$ cat src/rtl/branch_update_queue.sv
// ---------------------------------------------------------------------------
// branch_update_queue
//
// In-order tracker for branches that ifetch has predicted but that have not
// resolved yet. ifetch allocates one entry per predicted branch and gets the
// tail index back as a tag. Execution resolves entries out of order by tag.
// Entries retire strictly in allocation order, at most one per cycle. Each
// retire trains the predictor (update/update_pc/update_result). A retire whose
// actual direction differs from the prediction also raises flush/flush_pc and
// empties the whole queue.
//
// Optional feature: define BRANCH_STAT_EN to add the saturating retire and
// mispredict counters stat_total / stat_miss.
//
// Ports:
//   clk            clock, rising edge
//   rst            asynchronous active-low reset
//   rdy            global ready; low pauses all state changes
//   alloc_valid    ifetch allocates an entry this cycle
//   alloc_pc       pc of the predicted branch
//   alloc_pred     predicted direction (1 = taken)
//   alloc_ready    an entry is free (count < QUEUE_SIZE)
//   alloc_tag      tag handed to an allocation this cycle (tail index)
//   resolve_valid  execution result valid
//   resolve_tag    entry being resolved
//   resolve_taken  actual direction
//   resolve_target actual taken target
//   update         one-cycle predictor training pulse
//   update_pc      pc of the retired branch
//   update_result  actual direction of the retired branch
//   flush          one-cycle misprediction pulse
//   flush_pc       correct next pc after a misprediction
//   count          occupied entries
//   stat_total     (BRANCH_STAT_EN) retired branches, saturating
//   stat_miss      (BRANCH_STAT_EN) mispredicted retires, saturating
// ---------------------------------------------------------------------------
module branch_update_queue #(
  parameter int QUEUE_WIDTH = 3,
  parameter int QUEUE_SIZE  = 1 << QUEUE_WIDTH
) (
  input  logic                   clk,
  input  logic                   rst,
  input  logic                   rdy,
  input  logic                   alloc_valid,
  input  logic [31:0]            alloc_pc,
  input  logic                   alloc_pred,
  output logic                   alloc_ready,
  output logic [QUEUE_WIDTH-1:0] alloc_tag,
  input  logic                   resolve_valid,
  input  logic [QUEUE_WIDTH-1:0] resolve_tag,
  input  logic                   resolve_taken,
  input  logic [31:0]            resolve_target,
  output logic                   update,
  output logic [31:0]            update_pc,
  output logic                   update_result,
  output logic                   flush,
  output logic [31:0]            flush_pc,
  output logic [QUEUE_WIDTH:0]   count
`ifdef BRANCH_STAT_EN
  ,
  output logic [31:0]            stat_total,
  output logic [31:0]            stat_miss
`endif
);

  // Control state (reset)
  logic [QUEUE_SIZE-1:0]  valid_q, valid_d;
  logic [QUEUE_SIZE-1:0]  resolved_q, resolved_d;
  logic [QUEUE_WIDTH-1:0] head_q, head_d;
  logic [QUEUE_WIDTH-1:0] tail_q, tail_d;
  logic [QUEUE_WIDTH:0]   count_q, count_d;
  logic                   update_q, update_d;
  logic [31:0]            update_pc_q, update_pc_d;
  logic                   update_result_q, update_result_d;
  logic                   flush_q, flush_d;
  logic [31:0]            flush_pc_q, flush_pc_d;

  // Entry payload (no reset; only meaningful while the valid bit is set)
  logic [31:0]            pc_q [QUEUE_SIZE];
  logic [31:0]            pc_d [QUEUE_SIZE];
  logic [31:0]            target_q [QUEUE_SIZE];
  logic [31:0]            target_d [QUEUE_SIZE];
  logic [QUEUE_SIZE-1:0]  pred_q, pred_d;
  logic [QUEUE_SIZE-1:0]  taken_q, taken_d;

  logic do_alloc;
  logic do_resolve;
  logic do_retire;
  logic mispredict;

`ifdef BRANCH_STAT_EN
  logic [31:0] stat_total_q, stat_total_d;
  logic [31:0] stat_miss_q, stat_miss_d;
`endif

  // Full/empty come from count, never from head/tail compare, since the
  // pointers are equal both when empty and when full.
  assign alloc_ready = (count_q < (QUEUE_WIDTH+1)'(QUEUE_SIZE));
  assign alloc_tag   = tail_q;

  assign do_alloc   = rdy & alloc_valid & alloc_ready;
  assign do_resolve = rdy & resolve_valid & valid_q[resolve_tag] & ~resolved_q[resolve_tag];
  assign do_retire  = rdy & valid_q[head_q] & resolved_q[head_q];
  assign mispredict = taken_q[head_q] ^ pred_q[head_q];

  always_comb begin
    valid_d         = valid_q;
    resolved_d      = resolved_q;
    head_d          = head_q;
    tail_d          = tail_q;
    count_d         = count_q;
    pc_d            = pc_q;
    target_d        = target_q;
    pred_d          = pred_q;
    taken_d         = taken_q;
    update_d        = 1'b0;
    update_pc_d     = update_pc_q;
    update_result_d = update_result_q;
    flush_d         = 1'b0;
    flush_pc_d      = flush_pc_q;

    if (do_resolve) begin
      resolved_d[resolve_tag] = 1'b1;
      taken_d[resolve_tag]    = resolve_taken;
      target_d[resolve_tag]   = resolve_target;
    end

    // The tail slot is always free when alloc_ready is high, so it can never
    // collide with the resolved or retired slot on the same edge.
    if (do_alloc) begin
      valid_d[tail_q]    = 1'b1;
      resolved_d[tail_q] = 1'b0;
      pc_d[tail_q]       = alloc_pc;
      pred_d[tail_q]     = alloc_pred;
      tail_d             = tail_q + QUEUE_WIDTH'(1);
    end

    if (do_retire) begin
      valid_d[head_q]    = 1'b0;
      resolved_d[head_q] = 1'b0;
      head_d             = head_q + QUEUE_WIDTH'(1);
      update_d           = 1'b1;
      update_pc_d        = pc_q[head_q];
      update_result_d    = taken_q[head_q];
    end

    case ({do_alloc, do_retire})
      2'b10:   count_d = count_q + (QUEUE_WIDTH+1)'(1);
      2'b01:   count_d = count_q - (QUEUE_WIDTH+1)'(1);
      default: count_d = count_q;
    endcase

    // A mispredict discards everything younger than the retiring branch,
    // including whatever was allocated or resolved on this same edge.
    if (do_retire && mispredict) begin
      valid_d    = '0;
      resolved_d = '0;
      head_d     = '0;
      tail_d     = '0;
      count_d    = '0;
      flush_d    = 1'b1;
      flush_pc_d = taken_q[head_q] ? target_q[head_q] : (pc_q[head_q] + 32'd4);
    end
  end

`ifdef BRANCH_STAT_EN
  always_comb begin
    stat_total_d = stat_total_q;
    stat_miss_d  = stat_miss_q;
    if (do_retire && (stat_total_q != 32'hFFFF_FFFF)) begin
      stat_total_d = stat_total_q + 32'd1;
    end
    if (do_retire && mispredict && (stat_miss_q != 32'hFFFF_FFFF)) begin
      stat_miss_d = stat_miss_q + 32'd1;
    end
  end

  always_ff @(posedge clk or negedge rst) begin
    if (!rst) begin
      stat_total_q <= '0;
      stat_miss_q  <= '0;
    end else begin
      stat_total_q <= stat_total_d;
      stat_miss_q  <= stat_miss_d;
    end
  end

  assign stat_total = stat_total_q;
  assign stat_miss  = stat_miss_q;
`endif

  always_ff @(posedge clk or negedge rst) begin
    if (!rst) begin
      valid_q         <= '0;
      resolved_q      <= '0;
      head_q          <= '0;
      tail_q          <= '0;
      count_q         <= '0;
      update_q        <= 1'b0;
      update_pc_q     <= '0;
      update_result_q <= 1'b0;
      flush_q         <= 1'b0;
      flush_pc_q      <= '0;
    end else begin
      valid_q         <= valid_d;
      resolved_q      <= resolved_d;
      head_q          <= head_d;
      tail_q          <= tail_d;
      count_q         <= count_d;
      update_q        <= update_d;
      update_pc_q     <= update_pc_d;
      update_result_q <= update_result_d;
      flush_q         <= flush_d;
      flush_pc_q      <= flush_pc_d;
    end
  end

  always_ff @(posedge clk) begin
    pc_q     <= pc_d;
    target_q <= target_d;
    pred_q   <= pred_d;
    taken_q  <= taken_d;
  end

  assign update        = update_q;
  assign update_pc     = update_pc_q;
  assign update_result = update_result_q;
  assign flush         = flush_q;
  assign flush_pc      = flush_pc_q;
  assign count         = count_q;

endmodule

$ cat config.mk
export PLATFORM = sky130hd
export DESIGN_NAME = branch_update_queue
export DESIGN_NICKNAME = d
export VERILOG_FILES = /design/src/rtl/branch_update_queue.sv
export SDC_FILE = /design/constraint.sdc
export NUM_CORES = 1
export LEC_CHECK = 0
export ABC_AREA = 1
export BUFFER_PORTS_ARGS = -buffer_cell sky130_fd_sc_hd__buf_2
export CORE_ASPECT_RATIO = 1.2
export CORE_MARGIN = 3
export CORE_UTILIZATION = 40
export DETAILED_ROUTE_END_ITERATION = 12
export GPL_TIMING_DRIVEN = 0
export PLACE_DENSITY = 0.59
export SETUP_SLACK_MARGIN = 0.05
export SLEW_MARGIN = 0
export SYNTH_ARGS = -nofsm -noshare
export SYNTH_HDL_FRONTEND = slang
export SYNTH_SLANG_ARGS = --single-unit
$ cat constraint.sdc
create_clock -name clk -period 9.5 [get_ports clk]
set_clock_uncertainty 0.05 [all_clocks]
set_input_delay 1.425 -clock clk [delete_from_list [all_inputs] [get_ports clk]]
set_output_delay 1.425 -clock clk [all_outputs]
set_load 0.05 [all_outputs]
# Yosys cells after proc, flatten, opt, wreduce, memory -nomap -nowiden
# Cells that the tools add are included.
# word_totals
ff_bits	621
input_bits	74
word_cells	123
# op_classes
n_addsub	5
order_cmp	12
n_eq_ne	2
mux	48
bitwise	19
reduce_logical	9
# op_table
op	count
256-bit bitwise mux	2
32-bit 2-to-1 mux	7
32-bit binary-select mux with 3-bit select	2
32-bit demux with 3-bit select	2
8-bit 2-to-1 mux	7
32-bit by 3-bit adder with 32-bit output (second input constant)	1
8-bit AND	3
1-bit binary-select mux with 3-bit select	6
8-bit bitwise mux	2
8-bit NOT	2
8-bit bitwise OR	2
4-bit >= comparator (second input constant)	3
3-bit by 4-bit less-than comparator with 1-bit output (second input constant)	3
3-bit 2-to-1 mux	4
3-bit NOT with 4-bit output	3
1-bit 2-to-1 mux	11
1-bit demux with 3-bit select	3
3-bit by 1-bit >= comparator with 1-bit output (second input constant)	3
4-bit by 1-bit less-than comparator with 1-bit output (second input constant)	2
4-bit case mux with 2 select lines	1
1-bit AND	7
3-bit by 1-bit adder with 3-bit output (second input constant)	2
1-bit logical AND	6
4-bit by 1-bit adder with 4-bit output (second input constant)	1
9 further kinds	10

# Depth between registers and ports, before layout
# Gate-level depths: netlist (run 1).
# depth
word_depth	11
mapped_depth	20

# Worst setup path after synthesis (run 1)
# No wires, ideal clock.
# synth_timing
kind	input to register
start	input resolve_tag[2]
end	register taken_q[3], enable pin
setup_time_ns	0.507
arrival_time_ns	5.512
path_slack_ns	3.431
stages	8
path_buffers	1
cell_sequence	clkbuf_1 > nor3_1 > nand2_1 > o21ai_0 > nor2_1 > nand2_1 > nand3_1 > nor4_1
# synth_between
elab_chain_len	4
word_cells_on_any_way	7
classes_between	mux: 4; bitwise: 3
# synth_lines
item	line_no	source
start, declared	50	input logic [QUEUE_WIDTH-1:0] resolve_tag,
1-bit binary-select mux with 3-bit select	102	assign do_resolve = rdy & resolve_valid & valid_q[resolve_tag] & ~resolved_q[resolve_tag];
1-bit 2-to-1 mux (not written as such)	102	
1-bit AND / 1-bit NOT (equally long branches)	102	
1-bit AND *	102	
end signal, assigned	222	taken_q <= taken_d;
end, declared	84	logic [QUEUE_SIZE-1:0] taken_q, taken_d;
# Every way passes the cells marked *; elsewhere a longest branch is shown, timed or not. The select of a mux whose other input is x is not followed.
# A chain may end at the register's enable or synchronous reset.

# Worst setup path after layout (run 1)
# layout_timing
start	register head_q[1]
end	register count_q[3], in the netlist count[3]
# layout_between
elab_chain_len	7
word_cells_on_any_way	17
classes_between	eq/ne: 2; mux: 10; bitwise: 3; reduce/logical: 2
# layout_lines
item	line_no	source
start, declared	69	logic [QUEUE_WIDTH-1:0] head_q, head_d;
start signal, assigned	196	head_q <= '0;
start signal, assigned	207	head_q <= head_d;
1-bit binary-select mux with 3-bit select	103	assign do_retire = rdy & valid_q[head_q] & resolved_q[head_q];
1-bit 2-to-1 mux (not written as such)	103	
1-bit AND	103	
1-bit AND *	103	
via do_retire	88	logic do_retire;
2-bit by 1-bit == test with 1-bit output / 2-bit == test (equally long branches)	147	case ({do_alloc, do_retire})
4-bit case mux with 2 select lines	147	
4-bit 2-to-1 mux	155	if (do_retire && mispredict) begin
end signal, assigned	209	count_q <= count_d;
end, declared	71	logic [QUEUE_WIDTH:0] count_q, count_d;
# The timed path passes the listed nets; every way through them passes the cells marked *. The select of a mux whose other input is x is not followed.

==> results.txt, run 1 <==
- The flow ran to the end, and the final reports show no timing, DRC or antenna violations.
- Slew margin rel.: 0.229
- First-pass iteration count of the detailed router: 6
- Vias/cell: 5.30
* Wire length reported by the detailed router: 78.9 mm
- Final ANT Viol Nets: 0
- Counting I/O delays and the setup requirement, the final critical path takes 4700 ps.
* Routed length per instance: 23.3 um
- Area added between synthesis and finish: 16.5%
* Critical path type: reg2reg
- For this run, the post-layout net count is 2595.
* Number of cells after detailed placement: 3268
- The average instance in the mapped netlist occupies 11.2 um2.
- Static timing analysis puts the maximum clock frequency at 213 MHz.
* TNS Setup: 0 ps
* Dominant cells by area after synthesis: sky130_fd_sc_hd__edfxtp_1 (62%), sky130_fd_sc_hd__nand2_1 (13%), sky130_fd_sc_hd__dfrtp_1 (9.1%)
* Largest net degree at the start of global routing: 49
* Die X-Extent: 237 um
* Total number of H-tree levels: 2
- Setup violations remaining at the end of the flow were counted as 0.
* Total standard cell area after synthesis: 0.0255 mm2
- For this design the total switching power over the nets is 1.13 mW.
- Cell Rows: 100
- I/O pin count: 149
* Slew at the pin with the worst max-slew slack: 1160 ps
- Clock slew at reported path FFs: 70 ps
- Final worst setup slack: 4800 ps
* Maximum fanout along the worst path: 12
* Number of inserted filler cells in the final layout: 5724
- Post-synthesis cell type with the largest combined area: sky130_fd_sc_hd__edfxtp_1
- Remaining global-route overflow: 0
* Count of hold buffers inserted by post-cts repair: 0
- During synthesis, Yosys emitted a total of 0 warnings.
- Cell with the most instances after synthesis: sky130_fd_sc_hd__nand2_1
- The max-slew violation count is 0.
* Synth Net Count: 2364
- Buffers placed on the I/O ports in this run total 147.
* Endpoints failing hold: 0
* Distinct cells, synth: 39
* Overall global routing resource usage: 0.233
- At the end of routability-driven placement, the weighted congestion stood at 0.944.
- Cells after Synth: 2283
- Area of the multi-input gates: 0.00623 mm2
- PD cells: 185 mW/mm2
* Final standard cell count with taps included and fillers excluded: 3385
* Y dimension of the die: 283 um
- Leakage: 12.2 nW
- OpenSTA, run right after detailed placement, puts the worst setup slack at 4760 ps.
- TritonCTS clock tree: done
- The clock passes through at most 3 buffers.
- Synthesis-stage register bit count: 621
* Overall die area: 0.0668 mm2
- The tool flagged a number of max-cap violations equal to 0.
* CP required: 9960 ps
- For this block, the initial DRC count from the detailed router was 1736.
* Part of the cycle the worst path needs: 0.495
- The path class of the tightest hold or removal check is reg2reg.
- CTS sink count: 621
* Initial antenna violation count: 11
- Detailed routing inserted a total of 17940 vias.
- After detailed routing, the number of remaining DRC violations is 0.
- In this run the standard cell core region covers 0.0626 mm2.
- Logic pwr share: 0.018
- Critical Path End Type: register
- The share of the Yosys chip area taken by registers is 0.713.
- First-pass GRT wire length: 115 mm
- Counting flops with a built-in enable in the synthesized netlist gives 528.
- Of the total power, registers draw 0.543.
- Sorting the synthesized cells by how often they occur yields sky130_fd_sc_hd__nand2_1 (873), sky130_fd_sc_hd__edfxtp_1 (528), sky130_fd_sc_hd__inv_1 (172).
- Maximum ir drop on the vdd rail: 0.160 mV
* Share of flip-flops with an asynchronous set or reset after synthesis: 0.150
- Once the clock tree was built, the resizer swapped 0 gates to a different size.
* Cell at the root of the clock tree: sky130_fd_sc_hd__clkbuf_16
* Ratio of cells with drive above 1 in the final layout: 0.136
* Data arrival, critical path: 5160 ps
- The HPWL after detailed placement is 54.3 mm.
- Internal power consumption: 4.38 mW
- The via count of the first global-routing pass is 17363.
* Most used flip-flop cell after synthesis: sky130_fd_sc_hd__edfxtp_1
- Buffers inserted during clock tree synthesis total 60.
- The worst setup path is launched from a register.
- Initial standard-cell utilization of the core: 0.408
* Clock insertion delay at the later pin of the skew report: 660 ps
* Buffer count from post-CTS setup fixing: 0
* Clock power share: 0.439
- Of the post-synthesis cell area, the dominant cell type holds 0.622.
- In the final layout, flip-flops and latches occupy 0.0182 mm2.
* Setup repair after global routing missed its margin: false
- Of the total power, the share spent switching nets is 0.205.
==> cells in the final DEF, fill, tap and decap left out, drive strengths merged <==
cell	count
buf	240
and3	3
clkbuf	94
o22ai	10
ha	7
a31oi	8
a21boi	2
xor2	7
or2	3
dfrtp	93
a22oi	40
a21oi	43
nor2	142
o21ai	64
o31ai	3
clkinv	31
nand3b	1
diode	4
edfxtp	528
xnor2	4
nand3	87
a211oi	1
o2111a	1
clkinvlp	2
a221oi	27
nand4	29
o211ai	5
nor3	8
a22o	13
nand2	877
inv	183
bufinv	7
nor4	2
==> registers in the layout, summed over array words and instances, names as in the netlist, 4 cells and up <==
name and count:
pc_q 256, target_q 256, flush_pc 32, update_pc 32, pred_q 8, resolved_q 8
taken_q 8, valid_q 8, count 4
==> worst max-delay path: stages (launching register included) <==
cell	delay, ps
sky130_fd_sc_hd__dfrtp_1	400
sky130_fd_sc_hd__buf_4	210
sky130_fd_sc_hd__nor2_4	350
sky130_fd_sc_hd__nand2_1	430
sky130_fd_sc_hd__o22ai_1	280
sky130_fd_sc_hd__nor2_1	90
sky130_fd_sc_hd__nand4_1	70
sky130_fd_sc_hd__inv_1	70
sky130_fd_sc_hd__nor2_4	350
sky130_fd_sc_hd__clkbuf_1	900
sky130_fd_sc_hd__ha_1	390
sky130_fd_sc_hd__ha_1	290
sky130_fd_sc_hd__nand3_1	100
sky130_fd_sc_hd__nand3b_1	110
sky130_fd_sc_hd__a21oi_1	120
sky130_fd_sc_hd__o21ai_0	120
sky130_fd_sc_hd__o21ai_0	160
sky130_fd_sc_hd__a21oi_1	60
==> path summary, 6_finish.rpt <==
check | end | slack [ps] | startpoint | depth (start not counted)
worst min register to register | flush_pc[12]$_DFFE_PN0P_ | 430 | flush_pc[12]$_DFFE_PN0P_ | 2
max in group asynchronous | flush_pc[6]$_DFFE_PN0P_ | 7890 | rst | 2
worst min-delay path | flush_pc[12]$_DFFE_PN0P_ | 430 | flush_pc[12]$_DFFE_PN0P_ | 2
min in group asynchronous | update_pc[15]$_DFFE_PN0N_ | 790 | rst | 1
worst max-delay path | count[3]$_DFFE_PN0P_ | 4800 | head_q[1]$_DFFE_PN0P_ | 17
worst max register to register | count[3]$_DFFE_PN0P_ | 4800 | head_q[1]$_DFFE_PN0P_ | 17
==> kinds of logic (layout without fill, tap and decap cells) <==
group | after synthesis | after routing | share of synthesized area
AO/OA/AOI/OAI | 217 | 217 | 0.0546
flip-flops | 621 | 621 | 0.713
buffers and inverters | 275 | 557 | 0.0451
XOR/XNOR | 11 | 11 | 0.00378
other | 0 | 4 | 0
adder cells (fa/ha/maj) | 7 | 7 | 0.00343
AND/OR/NAND/NOR | 1152 | 1152 | 0.180
==> power groups by stage <==
stage / registers (mW) / logic (mW) / clock network (mW)
after CTS: 2.99 / 0.0980 / 2.45
after floorplan: 3.05 / 0.0283 / 0
after global routing: 2.99 / 0.108 / 2.56
after global placement: 3.05 / 0.0875 / 0
final: 2.99 / 0.0985 / 2.42
after detailed placement: 3.05 / 0.0977 / 0
==> cell type report <==
type                       instances  area share
timing repair buffer             169      0.0376
multi-input combinational       1387       0.210
tap                              816      0.0344
sequential                       621       0.612
clock buffer                      72      0.0527
clock inverter                    41      0.0145
antenna                            4    0.000337
buffer                            93      0.0156
inverter                         182      0.0232
==> metrics by stage <==
step	area [um2]	power (mW)	util	hold WS [ps]
6_report	29700	5.51	0.475	427
5_1_grt	29700	5.66	0.475	464
4_1_cts	29700	5.54	0.475	428
3_5_place_dp	27700	3.15	0.443	411
3_3_place_gp	27300	3.14	0.436	418
2_1_floorplan	25500	3.08	-	442
==> per-layer routing <==
metal | vias up | GRT usage | share of wire
met5 | - | 0 | 0.00099
met4 | 14 | 0.0844 | 0.037
met3 | 154 | 0.0437 | 0.080
met2 | 787 | 0.400 | 0.49
met1 | 8777 | 0.296 | 0.39
li1 | 8208 | - | -
Note: power is estimated with default switching activity, not from simulation.
==> run 2, diff against run 1 <==
--- a/config.mk
+++ b/config.mk
@@ -12,7 +12,7 @@
 export CORE_UTILIZATION = 40
 export DETAILED_ROUTE_END_ITERATION = 12
 export GPL_TIMING_DRIVEN = 0
-export PLACE_DENSITY = 0.59
+export PLACE_DENSITY = 0.61
 export SETUP_SLACK_MARGIN = 0.05
 export SLEW_MARGIN = 0
 export SYNTH_ARGS = -nofsm -noshare
==> constraint.sdc (replaced) <==
create_clock -name clk -period 4.3 [get_ports clk]
set_clock_uncertainty 0.05 [all_clocks]
set_input_delay 0.645 -clock clk [delete_from_list [all_inputs] [get_ports clk]]
set_output_delay 0.645 -clock clk [all_outputs]
set_load 0.05 [all_outputs]
==> run 2 against run 1 <==
  * Sequential power grew 120%
  * Flip-flop and latch count unchanged
  * Clock power up 120%
  * Non-clock buffer count shrank 2
  * Die area is the same
  * Count of clock-buffer cells in the layout up 6
  * Largest power group unchanged
  * Critical endpoint unchanged
==> results.txt, run 2 (synthesized netlist as in run 1, its figures left out) <==
* Critical register-to-register path endpoint: count[3]$_DFFE_PN0P_
- Worst setup startpoint: head_q[1]$_DFFE_PN0P_
- Clock slew at reported path FFs: 70 ps
- Maximum ir drop on the vdd rail: 0.304 mV
- TritonCTS clock tree: done
- The worst setup path is of the reg2reg kind.
- In this design, the largest share of critical-path delay is due to simple AND/OR/NAND/NOR gates.
- Number of DRC markers after the initial detailed-route iteration: 1938
- The floorplan step defined a die boundary enclosing 0.0668 mm2.
- Chain of cells forming the critical path: buf_4 -> nor2_4 -> nand2_1 -> o22ai_1 -> nor2_1 -> nand4_1 -> inv_1 -> nor2_4 -> ha_1 -> ha_1 -> nand3_1 -> nand3b_1 -> a21oi_1 -> o21ai_0 -> o21ai_0 -> a21oi_1
* Hold Path End: target_q[193]$_DFFE_PP_
* Slew at the pin with the worst max-slew slack: 1020 ps
- Of the available clock period, the critical path in the final layout requires 0.957.
- Achievable Freq: 243 MHz
- After the last flow step, the layout net total stands at 2592.
* Top flop regs: pc_q: 256 flops, target_q: 256 flops
- Placed standard-cell area: 0.0277 mm2
- The finished cells cover 0.0298 mm2.
- Leakage: 12.2 nW
* Vias/cell: 5.30
* Final ANT Viol Nets: 0
* Area of the multi-input gates: 0.00624 mm2
* Setup violation total in the final timing report: 0
* Y dimension of the die: 283 um
- The area growth from synthesis to layout is 16.8%.
- Seq. cell area: 0.0182 mm2
- Nature of the critical path startpoint: register
- Cell Rows: 100
- The smallest clock period supported by the final layout is computed as 4120 ps.
- Initial standard-cell utilization of the core: 0.408
- For this run, the number of standard cells in the final layout without fillers is 3387.
- CTS sink count: 621
* CP required: 4760 ps
- Critical Path End Type: register
- For the worst-skew pair, the clock arrives at the later sink with an insertion delay of 640 ps.
* Number of global-route vias before repair: 17394
- Buffer count from post-CTS setup fixing: 0
- The tree is rooted in a sky130_fd_sc_hd__clkbuf_16.
- Placer congestion estimate: 0.916
- R2r setup slk: 180 ps
* Leading cell types in the layout, fill and taps excluded: sky130_fd_sc_hd__nand2_1 (873), sky130_fd_sc_hd__edfxtp_1 (528), sky130_fd_sc_hd__buf_2 (180)
- Across the run, the number of max-cap violations was 0.
- The library cell used most frequently in the layout, excluding fill and tap cells, is sky130_fd_sc_hd__nand2_1.
* Maximum clock path buffer count: 3
- Worst flop-to-flop path startpoint: head_q[1]$_DFFE_PN0P_
- Worst min path class: in2reg
* Overall global routing resource usage: 0.232
- First-pass GRT wire length: 115 mm
- Slowest-stage cell, CP: sky130_fd_sc_hd__nor2_4
- Data on the critical path arrives at its endpoint at 4580 ps.
- Final worst setup slack: 184 ps
* Number of inserted filler cells in the final layout: 5671
* Total number of H-tree levels: 2
- Routed length per instance: 23.2 um
- Of the cells placed in the final design, the portion with a size suffix greater than 1 is 0.139.
- In this run the tool buffered the top-level ports with 147 buffer cells.
- Slew margin rel.: 0.320
* First-pass iteration count of the detailed router: 7
- Maximum fanout along the worst path: 21
* Die X-Extent: 237 um
- Endpoints failing hold: 0
- TNS Setup: 0 ps
* Number of max-slew violations in the final report: 0
- The critical path crosses 16 cells after its start point.
* Number of buffer and inverter stages on the critical path: 2
- Number of vias in the routed layout: 17953
- Entering global routing, the biggest net connects 59 pins.
- Along the worst hold path, the cell count comes to 1.
* Number of remaining DRC errors: 0
- The HPWL after detailed placement is 54.1 mm.
- Setup repair after global routing missed its margin: false
- Status: finished, final reports clean
- 149 I/O pins were placed.
- Start point of the worst hold path: resolve_target[1]
- Worst slack after detailed placement: -302 ps
* Number of cells after detailed placement: 3266
- The initial antenna violation count came to 11.
* PD cells: 412 mW/mm2
* Number of buffers inserted during clock tree synthesis: 59
- Remaining global-route overflow: 0
* Core Box Area: 0.0626 mm2
* Wire length reported by the detailed router: 78.7 mm
- Max stage delay on crit path: 630 ps
- Cell count of the worst reg-to-reg path: 16
-- run 2: cell types whose count changed in the layout (fill, tap and decap cells not counted), sizes merged --
| cell | change |
|---|---|
| clkinv | -13 |
| clkbuf | +5 |
| clkinvlp | +5 |
| diode | +5 |
| buf | -2 |
| dlygate4sd3 | +1 |
| inv | +1 |
-- run 2: how the worst max path moves through the flow --
stage / end
2_1_floorplan: taken_q[3]$_DFFE_PP_
3_3_place_gp: target_q[159]$_DFFE_PP_
3_5_place_dp: count[3]$_DFFE_PN0P_
4_1_cts: count[3]$_DFFE_PN0P_
5_1_grt: count[3]$_DFFE_PN0P_
6_report: count[3]$_DFFE_PN0P_
-- run 2: stage by stage --
step	hold WS [ps]	total power [mW]	util
CTS	190	12.3	0.476
finish	225	12.3	0.476
detailed placement	419	6.95	0.443
global route	199	12.6	0.476
floorplan	299	6.80	-
global placement	413	6.93	0.436
-- run 2: area by class of cell --
class	instances	area share
sequential	621	0.610
antenna	9	0.000756
clock inverter	34	0.0139
tap	816	0.0343
inverter	182	0.0231
clock buffer	78	0.0544
multi-input combinational	1387	0.210
buffer	92	0.0154
timing repair buffer	168	0.0381
-- run 2: what timing repair did --
action,4_1_cts,5_1_grt
endpoints found under the hold margin,35,0
pin swaps,0,1
endpoints found under the setup margin,2,1
gates resized for setup,0,0
hold buffers,1,0
-- run 2: routing by layer --
layer  global-route usage  routed length (um)
met3               0.0405                6150
met1                0.304               31700
met2                0.394               38100
met4               0.0793                2770
met5                    0                  28
-- run 2: power breakdown --
part	leakage, nW	internal, mW	switching (mW)
registers	5.98	6.59	0.0272
logic	5.26	0.0594	0.158
clock network	0.972	3.10	2.34
==> run 3, diff against run 2 <==
--- a/config.mk
+++ b/config.mk
@@ -5,14 +5,13 @@
 export SDC_FILE = /design/constraint.sdc
 export NUM_CORES = 1
 export LEC_CHECK = 0
-export ABC_AREA = 1
 export BUFFER_PORTS_ARGS = -buffer_cell sky130_fd_sc_hd__buf_2
 export CORE_ASPECT_RATIO = 1.2
 export CORE_MARGIN = 3
 export CORE_UTILIZATION = 40
 export DETAILED_ROUTE_END_ITERATION = 12
 export GPL_TIMING_DRIVEN = 0
-export PLACE_DENSITY = 0.61
+export PLACE_DENSITY = 0.62
 export SETUP_SLACK_MARGIN = 0.05
 export SLEW_MARGIN = 0
 export SYNTH_ARGS = -nofsm -noshare
==> run 3 against run 2 <==
  * Flip-flop and latch count unchanged
  * Synthesized cell count decreased by 37%
  * Sequential share of layout area increased by 2.6 points
  * Count of clock-buffer cells in the layout unchanged
  * Global-route usage decreased by 1.6 points
  * Total power decreased by 1.5%
  * Non-clock buffer count increased by 1
  * Final cell count decreased by 26%
  * Maximum frequency decreased by 0.80%
  * Utilization increased by 0.81 points
  * Via count decreased by 20%
  * Critical endpoint is now flush_pc[26]$_DFFE_PN0P_
  * Largest cell class unchanged
  * Largest power group unchanged
==> results.txt, run 3 <==
- The flow ran to the end, and the final reports show no timing, DRC or antenna violations.
- The longest clock path from root to sink contains 3 buffers.
* Critical path type: reg2reg
- In this run the cell area measured after placement is 0.0264 mm2.
- The max-slew violation count came to 0.
- Of the total synthesized cell area, the portion taken by full adders, half adders and majority gates is 0.00364.
- TritonCTS clock tree: done
- Share of synthesized area occupied by flip-flops and latches: 0.755
- Dominant cells by area after synthesis: sky130_fd_sc_hd__edfxtp_1 (66%), sky130_fd_sc_hd__dfrtp_1 (9.7%), sky130_fd_sc_hd__mux4_2 (3.7%)
- Simple-Gate Fraction of Synth Area: 0.0524
- Number of buffers inserted during clock tree synthesis: 58
- After detailed placement, the design holds a cell count of 2396.
* Overall die area: 0.0632 mm2
- Final period demand of the worst path: 4150 ps
* Final ANT Viol Nets: 0
* Cell with the most instances after synthesis: sky130_fd_sc_hd__edfxtp_1
- Leaving out filler cells and counting taps, the final layout contains 2515.
- The routed layout has 14370 vias.
* Number of remaining DRC errors: 0
- Initial standard-cell utilization of the core: 0.408
- First-pass iteration count of the detailed router: 6
* Worst min path class: in2async
- In this run the power density over the cells is 423 mW/mm2.
- After layout, the design draws a total of 12.1 mW.
- Among all flip-flop cells after synthesis, the most frequent one is sky130_fd_sc_hd__edfxtp_1.
- The complex-gate fraction of the synthesized area was 0.0947.
- After the first detailed-routing iteration, the DRC count stood at 1602.
- Maximum fanout along the worst path: 10
* Leakage: 9.98 nW
* Total number of H-tree levels: 2
- When the netlist entered floorplanning its net count stood at 1514.
* Largest net degree at the start of global routing: 57
- At the worst endpoint, the arrival time is 4630 ps.
* Total standard cell area after synthesis: 0.0241 mm2
* Proportion of netlist area held by the largest area contributor: 0.659
* Max-cap violation count: 0
* Clock insertion delay at the later pin of the skew report: 620 ps
* Setup repair after global routing missed its margin: false
* Wire length reported by the detailed router: 69.1 mm
- The finished cells cover 0.0286 mm2.
* Number of global-route vias before repair: 14439
- The library cells used most frequently in the layout, excluding fill and tap cells, are sky130_fd_sc_hd__edfxtp_1 (528), sky130_fd_sc_hd__buf_2 (160), sky130_fd_sc_hd__a22oi_1 (102).
- After detailed routing, the average wire length per cell comes to 27.5 um.
- For the pin with the worst max-slew slack, the measured transition is 1020 ps.
- Mux share of post-synthesis cell area: 0.0612
* Share of flip-flops with an asynchronous set or reset after synthesis: 0.150
- At the worst endpoint, the required time is 4780 ps.
- Post-synth EDFFs: 528
- CTS sink count: 621
- Top flop regs: pc_q: 256 flops, target_q: 256 flops
- Post-synthesis cell type with the largest combined area: sky130_fd_sc_hd__edfxtp_1
- Summed over all layers, the global routing overflow is 0.
- The number of hold buffers added after CTS was 0.
- The floorplan step set the die width to 230 um.
- Cell Rows: 97
- After clock tree synthesis, the clock-pin slew on the worst setup and hold paths is 70 ps.
- Routability-driven placement finished with a final weighted congestion of 0.853.
- Synthesis produced a netlist whose cell count is 1433.
- Ratio of cells with drive above 1 in the final layout: 0.227
- In this run the mean area of a mapped cell was 16.8 um2.
- Layout Utilization: 0.484
* Maximum ir drop on the vdd rail: 0.365 mV
* Post-synthesis xor/xnor area fraction: 0.0113
- Y dimension of the die: 275 um
- Area added between synthesis and finish: 18.6%
- Part of the cycle the worst path needs: 0.965
- I/O pin count: 149
- Setup violations remaining at the end of the flow were counted as 0.
* Combinational family with the most area after synthesis: compound AO/OA/AOI/OAI gates
* Core Box Area: 0.0590 mm2
* Distinct cells, synth: 71
- Endpoints failing hold: 0
* Nature of the critical path startpoint: register
* Overall global routing resource usage: 0.216
- Initial antenna violation count: 16
- During placement, the flow inserted port buffers numbering 145.
- Vias/cell: 5.71
* Worst flop-to-flop path startpoint: head_q[0]$_DFFE_PN0P_
- Number of inserted filler cells in the final layout: 4979
* Final #Nets: 1749
- Static timing analysis puts the maximum clock frequency at 241 MHz.
* Synthesis-stage register bit count: 621
- Final HPWL DP: 47.3 mm
* Critical Path End Type: register
- The library cell used most frequently in the layout, excluding fill and tap cells, is sky130_fd_sc_hd__edfxtp_1.
- Tracing the worst setup path back leads to its startpoint at head_q[0]$_DFFE_PN0P_.
- Synthesis Warnings: 0
- First-pass GRT wire length: 99.5 mm
* Slew margin rel.: 0.318
* Commonest cells in the synthesized netlist: sky130_fd_sc_hd__edfxtp_1 (528), sky130_fd_sc_hd__a22oi_1 (102), sky130_fd_sc_hd__dfrtp_1 (93), sky130_fd_sc_hd__nand2_1 (93), sky130_fd_sc_hd__o21ai_0 (74)
* Cell at the root of the clock tree: sky130_fd_sc_hd__clkbuf_16
run 3: worst max-delay path: stages (launching register included):
cell	delay, ps
sky130_fd_sc_hd__dfrtp_1	380
sky130_fd_sc_hd__buf_6	210
sky130_fd_sc_hd__buf_6	220
sky130_fd_sc_hd__and3b_1	400
sky130_fd_sc_hd__clkbuf_1	720
sky130_fd_sc_hd__clkbuf_1	730
sky130_fd_sc_hd__clkbuf_2	510
sky130_fd_sc_hd__a22oi_1	140
sky130_fd_sc_hd__a31oi_1	310
sky130_fd_sc_hd__a21oi_1	150
sky130_fd_sc_hd__a21oi_1	200
run 3: stage by stage:
step / hold WS [ps] / setup WS, ps / setup TNS (ps)
2_1_floorplan: 299 / -342 / -22840
3_3_place_gp: 404 / -3160 / -608420
3_5_place_dp: 404 / -578 / -4410
4_1_cts: 90.1 / 78.7 / 0
5_1_grt: 101 / 26.2 / 0
6_report: 69.3 / 150 / 0
run 3: power by group:
part / total [mW] / leakage, nW / switching, mW / internal [mW]
combinational: 0.119 / 2.95 / 0.0905 / 0.0287
clock: 5.44 / 1.00 / 2.20 / 3.23
sequential: 6.53 / 6.03 / 0 / 6.53
total: 12.1 / 9.98 / 2.29 / 9.79
run 3: cells by family after synthesis:
| logic type | count (synthesis) |
|---|---|
| flops | 621 |
| buf+inv | 101 |
| fa+ha+maj | 7 |
| simple gates | 257 |
| compound gates | 328 |
| mux | 88 |
| xor+xnor | 31 |
run 3: routing by layer:
layer,part of all wire,global-route usage,vias up,wire (um)
met3,0.078,0.0501,158,5400
li1,-,-,6204,-
met1,0.38,0.270,7368,26500
met2,0.50,0.371,622,34600
met4,0.037,0.0772,18,2550
met5,0.0017,0,-,115
run 3: path summary, 6_finish.rpt:
kind,endpoint,slack (ps),cells past startpoint
worst max-delay path,flush_pc[26]$_DFFE_PN0P_,150,10
worst min-delay path,alloc_tag[1]$_DFFE_PN0P_,70,1
worst max register to register,flush_pc[26]$_DFFE_PN0P_,150,10
worst min register to register,flush_pc[5]$_DFFE_PN0P_,420,2
max in group asynchronous,flush_pc[7]$_DFFE_PN0P_,3350,2
min in group clk,target_q[149]$_DFFE_PP_,250,1
run 3: what timing repair did:
action                                  4_1_cts  5_1_grt
setup buffers                                 0        4
pin swaps                                     0        0
resized for setup                             9       21
endpoints found under the setup margin       29       14
run 3: final cells by class:
type,count,area [um2],share of cell area
Antenna cell,7,17.5,0.000613
Inverter,15,63.8,0.00223
Multi-Input combinational cell,711,5560,0.195
Sequential cell,621,18200,0.637
Buffer,86,483,0.0169
Tap cell,792,991,0.0347
Timing Repair Buffer,175,1220,0.0428
Clock buffer,78,1650,0.0578
Clock inverter,30,393,0.0138
